<file path="config.mk">
export PLATFORM = sky130hd
export DESIGN_NAME = ob_cmd_arb_flat
export DESIGN_NICKNAME = d
export VERILOG_FILES = /design/src/rtl/ob_pkg.sv /design/src/rtl/ob_cmd_arb_if.sv /design/src/rtl/ob_rr_arb.sv /design/src/rtl/ob_cmd_arb.sv /design/src/flat_wrapper.sv
export SDC_FILE = /design/constraint.sdc
export NUM_CORES = 1
export LEC_CHECK = 0
export ABC_AREA = 0
export BUFFER_PORTS_ARGS = -buffer_cell sky130_fd_sc_hd__buf_2
export CAP_MARGIN = 40
export CORE_AREA = 2 2 175 177
export CTS_CLUSTER_SIZE = 25
export DETAILED_ROUTE_END_ITERATION = 8
export DIE_AREA = 0 0 177 179
export GPL_TIMING_DRIVEN = 0
export HOLD_SLACK_MARGIN = 0.05
export PLACE_DENSITY = 0.53
export SLEW_MARGIN = 20
export SYNTH_ARGS = -nofsm -noshare
export SYNTH_HDL_FRONTEND = slang
export SYNTH_SLANG_ARGS = --single-unit
export TNS_END_PERCENT = 10
</file>
<file path="constraint.sdc">
create_clock -name clk -period 4.6 [get_ports clk]
set_clock_uncertainty 0.15 [all_clocks]
set_input_delay 0.92 -clock clk [delete_from_list [all_inputs] [get_ports clk]]
set_output_delay 0.92 -clock clk [all_outputs]
set_load 0.01 [all_outputs]
</file>
<file path="src/rtl/ob_pkg.sv">
// Order-book types shared by the book and the command arbiter.
// Holds the command/response structs, uid width and helpers to read and
// overwrite the port-index field carried in the uid MSBs.
package ob_pkg;

  localparam int ARB_N_PORTS_MAX = 8;
  localparam int UID_W           = 16;

  typedef logic [UID_W-1:0] uid_t;

  typedef enum logic [1:0] {OP_NEW, OP_REPLACE, OP_CANCEL, OP_NOP} op_t;
  typedef enum logic [1:0] {RSP_ACK, RSP_TRADE, RSP_REJ, RSP_DONE} rsp_kind_t;

  typedef struct packed {
    op_t         op;
    uid_t        uid;
    uid_t        uid1;   // second order id for replace/cancel
    logic [15:0] price;
    logic [15:0] qty;
  } cmd_t;

  typedef struct packed {
    rsp_kind_t   kind;
    uid_t        uid;    // trades carry the aggressor uid here
    uid_t        uid1;
    logic [15:0] qty;
  } rsp_t;

  // Port field = top pw bits of the uid.
  function automatic logic [2:0] uid_port(uid_t uid, int unsigned pw);
    return 3'(uid >> (UID_W - pw));
  endfunction

  // Replace the top pw bits of uid with port.
  function automatic uid_t uid_stamp(uid_t uid, logic [2:0] port, int unsigned pw);
    uid_t m;
    m = '1;
    m = m >> pw;
    return (uid & m) | (uid_t'(port) << (UID_W - pw));
  endfunction

endpackage

</file>
<file path="src/rtl/ob_cmd_arb_if.sv">
// Host-side bundle of the command arbiter: per-port command handshake and
// per-port response handshake with one shared response payload.
//   master : requester side (drives req_vld/req_cmd/prt_rsp_accept)
//   slave  : arbiter side (drives req_accept/prt_rsp_vld/prt_rsp)
interface ob_cmd_arb_if
  import ob_pkg::*;
#(
  parameter int N_PORTS = 4
);
  logic [N_PORTS-1:0] req_vld;
  cmd_t [N_PORTS-1:0] req_cmd;
  logic [N_PORTS-1:0] req_accept;
  logic [N_PORTS-1:0] prt_rsp_vld;
  rsp_t               prt_rsp;
  logic [N_PORTS-1:0] prt_rsp_accept;

  modport master (output req_vld, req_cmd, prt_rsp_accept,
                  input  req_accept, prt_rsp_vld, prt_rsp);
  modport slave  (input  req_vld, req_cmd, prt_rsp_accept,
                  output req_accept, prt_rsp_vld, prt_rsp);
endinterface

</file>
<file path="src/rtl/ob_rr_arb.sv">
// N-way round-robin arbiter.
//   clk, rst : clock, synchronous active-high reset
//   req      : request vector
//   en       : grant enable (no grant when low, pointer held)
//   gnt_vld  : a grant is issued this cycle
//   gnt_idx  : granted index, gnt one-hot of the same
// The first requester at or after the pointer wins; the pointer then moves
// to one past the winner.
module ob_rr_arb #(
  parameter  int N  = 4,
  localparam int IW = (N > 1) ? $clog2(N) : 1
) (
  input  logic          clk,
  input  logic          rst,
  input  logic [N-1:0]  req,
  input  logic          en,
  output logic          gnt_vld,
  output logic [IW-1:0] gnt_idx,
  output logic [N-1:0]  gnt
);
  logic [IW-1:0] ptr_q, ptr_d;

  always_comb begin
    int j;
    j       = 0;
    gnt_vld = 1'b0;
    gnt_idx = '0;
    gnt     = '0;
    ptr_d   = ptr_q;
    for (int i = 0; i < N; i++) begin
      j = int'(ptr_q) + i;
      if (j >= N) j = j - N;
      if (en && !gnt_vld && req[j]) begin
        gnt_vld = 1'b1;
        gnt_idx = IW'(j);
      end
    end
    if (gnt_vld) begin
      gnt[gnt_idx] = 1'b1;
      ptr_d = (int'(gnt_idx) == N - 1) ? '0 : gnt_idx + 1'b1;
    end
  end

  always_ff @(posedge clk) begin
    if (rst) ptr_q <= '0;
    else     ptr_q <= ptr_d;
  end
endmodule

</file>
<file path="src/rtl/ob_cmd_arb.sv">
// Shares one order-book command/response interface between N_PORTS hosts.
// Commands: round-robin grant, port index stamped into uid (and uid1 for
// replace/cancel) MSBs, registered toward the ob (1 cycle latency).
// Responses: one holding register, routed to the port named by the uid MSBs.
//   clk, rst      : clock, synchronous active-high reset
//   hst           : host-side bundle (ob_cmd_arb_if.slave)
//   cmd_vld_r/cmd_r, cmd_full_r : registered command to ob, ob queue full
//   rsp_vld/rsp/rsp_accept      : response from ob
// Macro OB_ARB_STATS_EN adds saturating counters on stat_cmds/stat_rsps/stat_bad.
module ob_cmd_arb
  import ob_pkg::*;
#(
  parameter int N_PORTS = 4
) (
  input  logic                      clk,
  input  logic                      rst,
  ob_cmd_arb_if.slave               hst,
  output logic                      cmd_vld_r,
  output cmd_t                      cmd_r,
  input  logic                      cmd_full_r,
  input  logic                      rsp_vld,
  input  rsp_t                      rsp,
  output logic                      rsp_accept
`ifdef OB_ARB_STATS_EN
  ,
  output logic [N_PORTS-1:0][31:0]  stat_cmds,
  output logic [N_PORTS-1:0][31:0]  stat_rsps,
  output logic [15:0]               stat_bad
`endif
);
  localparam int PORT_W = $clog2(N_PORTS);

  // ---- command side ----
  logic              gnt_vld;
  logic [PORT_W-1:0] gnt_idx;
  logic [N_PORTS-1:0] gnt;
  cmd_t              cmd_d;

  ob_rr_arb #(.N(N_PORTS)) u_arb (
    .clk     (clk),
    .rst     (rst),
    .req     (hst.req_vld),
    .en      (!cmd_full_r && !rst),
    .gnt_vld (gnt_vld),
    .gnt_idx (gnt_idx),
    .gnt     (gnt)
  );

  assign hst.req_accept = gnt;

  always_comb begin
    cmd_d     = hst.req_cmd[gnt_idx];
    cmd_d.uid = uid_stamp(cmd_d.uid, 3'(gnt_idx), PORT_W);
    if (cmd_d.op == OP_REPLACE || cmd_d.op == OP_CANCEL)
      cmd_d.uid1 = uid_stamp(cmd_d.uid1, 3'(gnt_idx), PORT_W);
  end

  // cmd_vld_r is a one-cycle pulse per grant; the ob's full threshold
  // leaves room for the one already registered here.
  always_ff @(posedge clk) begin
    if (rst) begin
      cmd_vld_r <= 1'b0;
      cmd_r     <= '0;
    end else begin
      cmd_vld_r <= gnt_vld;
      if (gnt_vld) cmd_r <= cmd_d;
    end
  end

  // ---- response side ----
  logic              hold_full_q;
  rsp_t              hold_q;
  logic [PORT_W-1:0] owner_q;
  logic              owner_acc, capture, own_ok;
  logic [2:0]        rsp_own;

  assign owner_acc  = hold_full_q && hst.prt_rsp_accept[owner_q];
  assign rsp_accept = !rst && (!hold_full_q || owner_acc);
  assign capture    = rsp_vld && rsp_accept;
  assign rsp_own    = uid_port(rsp.uid, PORT_W);
  assign own_ok     = int'(rsp_own) < N_PORTS;

  // Drain and refill may coincide, giving one response per cycle.
  // A corrupt owner is accepted from the ob but never loaded.
  always_ff @(posedge clk) begin
    if (rst) begin
      hold_full_q <= 1'b0;
      hold_q      <= '0;
      owner_q     <= '0;
    end else begin
      if (owner_acc) hold_full_q <= 1'b0;
      if (capture && own_ok) begin
        hold_full_q <= 1'b1;
        hold_q      <= rsp;
        owner_q     <= PORT_W'(rsp_own);
      end
    end
  end

  always_comb begin
    hst.prt_rsp_vld = '0;
    if (hold_full_q) hst.prt_rsp_vld[owner_q] = 1'b1;
  end
  assign hst.prt_rsp = hold_q;

`ifdef OB_ARB_STATS_EN
  logic [N_PORTS-1:0][31:0] cmds_q, rsps_q;
  logic [15:0]              bad_q;

  always_ff @(posedge clk) begin
    if (rst) begin
      cmds_q <= '0;
      rsps_q <= '0;
      bad_q  <= '0;
    end else begin
      for (int p = 0; p < N_PORTS; p++) begin
        if (gnt_vld && int'(gnt_idx) == p && cmds_q[p] != '1)
          cmds_q[p] <= cmds_q[p] + 32'd1;
        if (owner_acc && int'(owner_q) == p && rsps_q[p] != '1)
          rsps_q[p] <= rsps_q[p] + 32'd1;
      end
      if (capture && !own_ok && bad_q != '1) bad_q <= bad_q + 16'd1;
    end
  end

  assign stat_cmds = cmds_q;
  assign stat_rsps = rsps_q;
  assign stat_bad  = bad_q;
`endif
endmodule

</file>
<file path="src/flat_wrapper.sv">
// flat-port wrapper written by rule: the top's interface ports become plain ports
module ob_cmd_arb_flat import ob_pkg::*;
#(
  parameter int N_PORTS = 4
)
  (clk, rst, cmd_vld_r, cmd_r, cmd_full_r, rsp_vld, rsp, rsp_accept, hst_req_vld, hst_req_cmd, hst_prt_rsp_accept, hst_req_accept, hst_prt_rsp_vld, hst_prt_rsp);
  ob_cmd_arb_if #(.N_PORTS(N_PORTS)) hst_i ();
  input  logic clk;
  input  logic rst;
  output logic cmd_vld_r;
  output cmd_t cmd_r;
  input  logic cmd_full_r;
  input  logic rsp_vld;
  input  rsp_t rsp;
  output logic rsp_accept;
  input wire logic [$bits(hst_i.req_vld)-1:0] hst_req_vld;
  input wire logic [$bits(hst_i.req_cmd)-1:0] hst_req_cmd;
  input wire logic [$bits(hst_i.prt_rsp_accept)-1:0] hst_prt_rsp_accept;
  output wire logic [$bits(hst_i.req_accept)-1:0] hst_req_accept;
  output wire logic [$bits(hst_i.prt_rsp_vld)-1:0] hst_prt_rsp_vld;
  output wire logic [$bits(hst_i.prt_rsp)-1:0] hst_prt_rsp;
  assign hst_i.req_vld = hst_req_vld;
  assign hst_i.req_cmd = hst_req_cmd;
  assign hst_i.prt_rsp_accept = hst_prt_rsp_accept;
  assign hst_req_accept = hst_i.req_accept;
  assign hst_prt_rsp_vld = hst_i.prt_rsp_vld;
  assign hst_prt_rsp = hst_i.prt_rsp;
  ob_cmd_arb #(.N_PORTS(N_PORTS)) u_core (.clk(clk), .rst(rst), .hst(hst_i), .cmd_vld_r(cmd_vld_r), .cmd_r(cmd_r), .cmd_full_r(cmd_full_r), .rsp_vld(rsp_vld), .rsp(rsp), .rsp_accept(rsp_accept));
endmodule
</file>
==> results of run 1 <==
registers in the layout (all words and copies together), names as in the netlist:
register / count
u_core.cmd_r: 66
u_core.cmd_vld_r: 1
u_core.hold_full_q: 1
u_core.hst.prt_rsp: 49
u_core.owner_q: 1
u_core.u_arb.ptr_q: 2
cell type report:
type | count | area (um2)
timing repair buffer | 444 | 2220
multi-input combinational | 529 | 3170
antenna | 2 | 5.00
fill | 3334 | 20900
clock buffer | 18 | 439
inverter | 5 | 18.8
tap | 396 | 495
buffer | 58 | 245
sequential | 120 | 2400
clock inverter | 14 | 163
path summary, 6_finish.rpt:
check	from	to	slack, ns	cells after the start
max	hst_req_vld[2]	hst_req_accept[2]	0.27	11
min	u_core.cmd_r[1]	u_core.cmd_r[1]	0.29	2
min reg2reg	u_core.cmd_r[1]	u_core.cmd_r[1]	0.29	2
max reg2reg	u_core.u_arb.ptr_q[1]	u_core.cmd_r[53]	1.82	8
power groups by stage:
stage               registers, uW  clock network, uW  logic, uW
floorplan                    1240                  0        275
global placement             1190                  0        643
detailed placement           1200                  0        647
CTS                          1180               1440        650
global route                 1190               1480        706
finish                       1180               1390        641
metal layers:
| metal | up-vias | track usage |
|---|---|---|
| met5 | - | 0 |
| met3 | 28 | 0.0418 |
| met2 | 262 | 0.281 |
| li1 | 3442 | - |
| met4 | 6 | 0.0413 |
| met1 | 3198 | 0.201 |
kinds of logic after synthesis:
| logic type | count (synthesis) | share of synthesized area |
|---|---|---|
| simple gates | 253 | 0.207 |
| compound gates | 204 | 0.197 |
| flops | 120 | 0.411 |
| mux | 64 | 0.125 |
| buf+inv | 63 | 0.0452 |
| xor+xnor | 4 | 0.00600 |
| fa+ha+maj | 4 | 0.00857 |
metrics by stage:
stage / instances / instance area (um2) / hold slack [ns] / setup slack [ns]
6_report: 1586 / 9170 / 0.294 / 0.268
5_1_grt: 1585 / 9170 / 0.319 / 0.0748
4_1_cts: 1583 / 9160 / 0.296 / 0.233
3_5_place_dp: 1551 / 8550 / 0.288 / 0.246
3_3_place_gp: 1551 / 8550 / 0.283 / 0.254
2_1_floorplan: 712 / 5840 / 0.322 / 0.915
cells in the final DEF, fill, tap and decap left out, drive strengths merged, types with 4 or more instances in the layout:
cell / instances
a21oi: 7
buf: 461
inv: 11
dfxtp: 120
o21ai: 125
nand3b: 50
ha: 4
clkbuf: 59
nand2: 170
o22ai: 62
nor2: 8
xnor2: 4
and2: 6
nor2b: 5
clkinvlp: 4
mux2: 62
worst reg2reg max path, cell delays in order (launching register included):
cell and delay (ns):
dfxtp_1 0.39, a21boi_0 0.14, o32ai_2 0.53, or2_2 0.20
buf_2 0.19, buf_4 0.27, clkbuf_1 0.50, o22ai_1 0.17
o21ai_1 0.17
==> summary.md, run 1 <==
| Metric | Value |
|---|---|
| Global-route usage over all layers | `0.163` |
| Max frequency | `about 230 MHz` |
| Critical Path Start Type | `input port` |
| Cell taking the most area after synthesis | `dfxtp_1` |
| Sw power | `about 940 uW` |
| Post-synth EDFFs | `0` |
| Routed len/inst | `around 17 um` |
| Largest net degree at the start of global routing | `17` |
| Max incr delay on CP | `0.53 ns` |
| Final hold vios | `0` |
| Total Negative Setup Slacks | `0 ns` |
| Most used DFF post-synth | `dfxtp_1` |
| Max-Cap Viols | `0` |
| Core region area | `30000 um2` |
| Slowest cell on crit path | `o32ai_2` |
| RSZ-0062 raised after global routing | `no` |
| Fin crit period | `between 4 and 5 ns` |
| HP Class | `reg -> reg` |
| Reg clk slew, reported paths | `0.06 ns` |
| Crit-path cells | `buf_2 -> nor2b_1 -> a21boi_0 -> o32ai_2 -> or2_2 -> buf_2 -> clkbuf_1 -> inv_1 -> ha_1 -> and2_1 -> buf_2` |
| First-pass GRT wire length | `roughly 39 mm` |
| Initial Util | `0.195` |
| Hpwl dp | `22.0 mm` |
| Initial antenna violation count | `5` |
| Final period utilization | `0.942` |
| Logic pwr share | `0.200` |
| Required @ worst endpoint | `3.53 ns` |
| Sequential power share | `0.367` |
| Crit path arrival time | `roughly 3.3 ns` |
| Vias in the first global route | `6590` |
| Clk buf depth | `2` |
| Critical path start-end classification | `in -> out` |
| Worst Path Max Fanout | `11` |
| Routed wire length | `between 20 and 30 mm` |
| Worst VDD drop | `0.249 mV` |
| Pwr/cell area | `350 nW/um2` |
| Yosys cell types | `44` |
| Antenna-violating nets left | `0` |
| Cell family with most CP delay | `buffers and inverters` |
| Top routing layer in use | `met5` |
| Layout cells sized above 1 | `0.457` |
| I/O Buffers | `443` |
| Area contributors post-synth | `dfxtp_1, nand2_1, mux2_2, o22ai_1, nand3b_1` |
| Sink Count | `120` |
| Met3 wire length | `about 1.9 mm` |
| Met1 Wirelength | `11.6 mm` |
| Worst path most repeated cell | `buf_2` |
| Htree depth | `4` |
| CTS root buf | `clkbuf_16` |
| Crit. End Element | `output port` |
| First-iteration detailed-routing DRC count | `317` |
| Worst Path Buf+Inv | `5` |
| Status | `completed` |
| Layout Nets | `1505` |
| Grt total ovfl | `0` |
| Vias/cell | `roughly 4.4` |
| LEAKAGE | `0.00445 uW` |
| DIE AREA | `31700 um2` |
| CTS buffer count | `17` |
| # Post-CTS Setup Buffers | `0` |
| Clock network fraction of design power | `0.433` |
| Die H | `179 um` |
| Total power | `3210 uW` |
| Die Wd | `around 180 um` |
| Count leader, synth | `nand2_1` |
| Overall via count from detail_route | `roughly 6900` |
| Most instantiated cells after synthesis | `nand2_1, dfxtp_1, o21ai_0` |
| Mapped Cells | `712` |
| I/O Pins | `about 450` |
| Hold_buf cts | `0` |
| Switching fraction of total power | `0.294` |
| Slew headroom | `0.480` |
| Final core occ | `0.305` |
| Area Growth Syn to Fin | `57.0%` |
| Slew Limit Fails | `0` |
| Met2 wire length | `around 13 mm` |
| Syn_nets | `roughly 1000` |
| Yosys reg bits | `120` |
| Slew @ Worst Pin | `0.780 ns` |
| Int Power | `approximately 2300 uW` |
| Synthesized area | `5840 um2` |
| Sequential fraction of the synthesis area | `0.411` |
| Gates resized, CTS repair | `0` |
| Average size of a mapped cell | `about 8.2 um2` |
| DR pass1 iterations | `5` |
| Routability cong. | `0.818` |
| Final setup violation count | `0` |
| Async S/R FF share, synth | `0` |
| Drt drc | `0` |
| Post-synth top area share | `0.411` |
| Later-pin clock latency in the skew report | `0.40 ns` |
| Rows | `64` |
| Synthesis Warnings | `0` |
| TritonCTS clock tree | `yes` |
Note: power is estimated with default switching activity, not from simulation.
==> run 2, diff against run 1 <==
--- a/config.mk
+++ b/config.mk
@@ -12,6 +12,7 @@
 export CTS_CLUSTER_SIZE = 25
 export DETAILED_ROUTE_END_ITERATION = 8
 export DIE_AREA = 0 0 177 179
+export GPL_ROUTABILITY_DRIVEN = 0
 export GPL_TIMING_DRIVEN = 0
 export HOLD_SLACK_MARGIN = 0.05
 export PLACE_DENSITY = 0.53
==> constraint.sdc (replaced) <==
create_clock -name clk -period 4.6 [get_ports clk]
set_clock_uncertainty 0.15 [all_clocks]
set_input_delay 0.92 -clock clk [delete_from_list [all_inputs] [get_ports clk]]
set_output_delay 0.92 -clock clk [all_outputs]
set_load 0.1 [all_outputs]
==> run 2 against run 1 <==
Combinational power grew 93%. Clock power barely moved. Total power grew 19%. Clock-buffer cell count did not move. Critical path depth fell by 1. Die area stayed put. Register-to-register slack worse by 0.17 ns. Largest cell class unchanged. Sequential cell count unchanged. Final cell count is essentially flat.
==> summary.md, run 2 (same netlist as run 1, synthesis figures left out) <==
| Metric | Value |
|---|---|
| RSZ-0062 raised after global routing | `no` |
| Worst Path Buf+Inv | `4` |
| Cell family with most CP delay | `simple AND/OR/NAND/NOR gates` |
| Critical Path Start Type | `input port` |
| Max-Cap Viols | `0` |
| Max frequency | `229 MHz` |
| Final hold vios | `0` |
| Finished Layout Cells | `between 1500 and 2000` |
| Status | `completed` |
| Slew @ Worst Pin | `0.771 ns` |
| Clk buf depth | `2` |
| Drt drc | `0` |
| Initial antenna violation count | `5` |
| Final period utilization | `0.950` |
| Most flops, register | `u_core.cmd_r` |
| Slowest cell on crit path | `or4b_1` |
| Reg clk slew, reported paths | `0.06 ns` |
| First-iteration detailed-routing DRC count | `325` |
| Grt total ovfl | `0` |
| DIE AREA | `31700 um2` |
| Total Negative Setup Slacks | `0 ns` |
| # Post-CTS Setup Buffers | `0` |
| Max incr delay on CP | `0.53 ns` |
| Slew headroom | `0.486` |
| Worst VDD drop | `0.249 mV` |
| Crit path arrival time | `3.30 ns` |
| Slew Limit Fails | `0` |
| Core region area | `30000 um2` |
| DR pass1 iterations | `5` |
| Die Wd | `177 um` |
| Worst Path Max Fanout | `10` |
| LEAKAGE | `between 0.004 and 0.005 uW` |
| Die H | `around 180 um` |
| Htree depth | `4` |
| Routed wire length | `27.4 mm` |
| Initial Util | `0.195` |
| I/O Buffers | `approximately 440` |
| Sink Count | `120` |
| Final setup violation count | `0` |
| Layout cells sized above 1 | `0.457` |
| Gates resized, CTS repair | `0` |
| Routed len/inst | `17.3 um` |
| First-pass GRT wire length | `38.6 mm` |
| Hold_buf cts | `0` |
| Critical path start-end classification | `in -> out` |
| Vias in the first global route | `6590` |
| HP Class | `reg -> reg` |
| CTS root buf | `clkbuf_16` |
| TritonCTS clock tree | `yes` |
| Hpwl dp | `22.0 mm` |
| Pwr/cell area | `416 nW/um2` |
| Crit-path cells | `buf_2 -> nor2b_1 -> or4b_1 -> and2_1 -> buf_6 -> nor2_2 -> inv_1 -> ha_1 -> and2_1 -> buf_2` |
| Most common cell after layout, fill and taps aside | `buf_2` |
| Final core occ | `0.305` |
| Area Growth Syn to Fin | `56.9%` |
| Crit. End Element | `output port` |
| Required @ worst endpoint | `between 3 and 4 ns` |
| Fin crit period | `4.37 ns` |
| Layout Nets | `1504` |
| Largest register FFs | `66` |
| Overall via count from detail_route | `about 6900` |
| Largest net degree at the start of global routing | `17` |
| Inst Count DP | `about 1600` |
| Later-pin clock latency in the skew report | `0.40 ns` |
| Global-route usage over all layers | `0.163` |
| I/O Pins | `452` |
| Antenna-violating nets left | `0` |
| CTS buffer count | `17` |
| Rows | `between 60 and 70` |
| Vias/cell | `4.38` |
| Most frequent cells in the layout | `buf_2, nand2_1, dfxtp_1, o21ai_0, o22ai_1` |
## run 2: where the power goes
part | total [uW] | internal (uW) | switching, uW
clock network | 1390 | 828 | 561
logic | 1240 | 305 | 938
registers | 1180 | 1130 | 47.8
## run 2: layout make-up
class / instances / area (um2)
Fill cell: 3331 / 20900
Multi-Input combinational cell: 529 / 3170
Sequential cell: 120 / 2400
Timing Repair Buffer: 444 / 2220
Tap cell: 396 / 495
Clock buffer: 18 / 439
Buffer: 57 / 241
Clock inverter: 14 / 163
Inverter: 5 / 18.8
Antenna cell: 2 / 5.00
## run 2: tightest hold or removal path, cell delays in order (launching register included)
cell and delay, ns:
dfxtp_1 0.30, nand2_1 0.05, o21ai_1 0.05
## run 2: metrics by stage
stage          instance area [um2]  worst slack (ns)  hold WS, ns  total power (uW)
2_1_floorplan                 5840             0.408        0.322              2110
3_3_place_gp                  8550            0.0748        0.283              2440
3_5_place_dp                  8550            0.0576        0.288              2450
4_1_cts                       9160            0.0424        0.296              3870
5_1_grt                       9160            0.0487        0.319              3980
6_report                      9160             0.229        0.294              3810
## run 2: worst paths after layout
check / startpoint / end / slack, ns / cells past startpoint
max: hst_req_vld[2] / hst_req_accept[2] / 0.23 / 10
min: u_core.cmd_r[1] / u_core.cmd_r[1] / 0.29 / 2
max reg2reg: u_core.u_arb.ptr_q[1] / u_core.cmd_r[53] / 1.65 / 8
min reg2reg: u_core.cmd_r[1] / u_core.cmd_r[1] / 0.29 / 2
## run 2: layer usage
metal / up-vias / share of wire / track usage
li1: 3438 / - / -
met1: 3206 / 0.42 / 0.201
met2: 268 / 0.49 / 0.281
met3: 24 / 0.073 / 0.0418
met4: 6 / 0.013 / 0.0413
met5: - / 0.0015 / 0
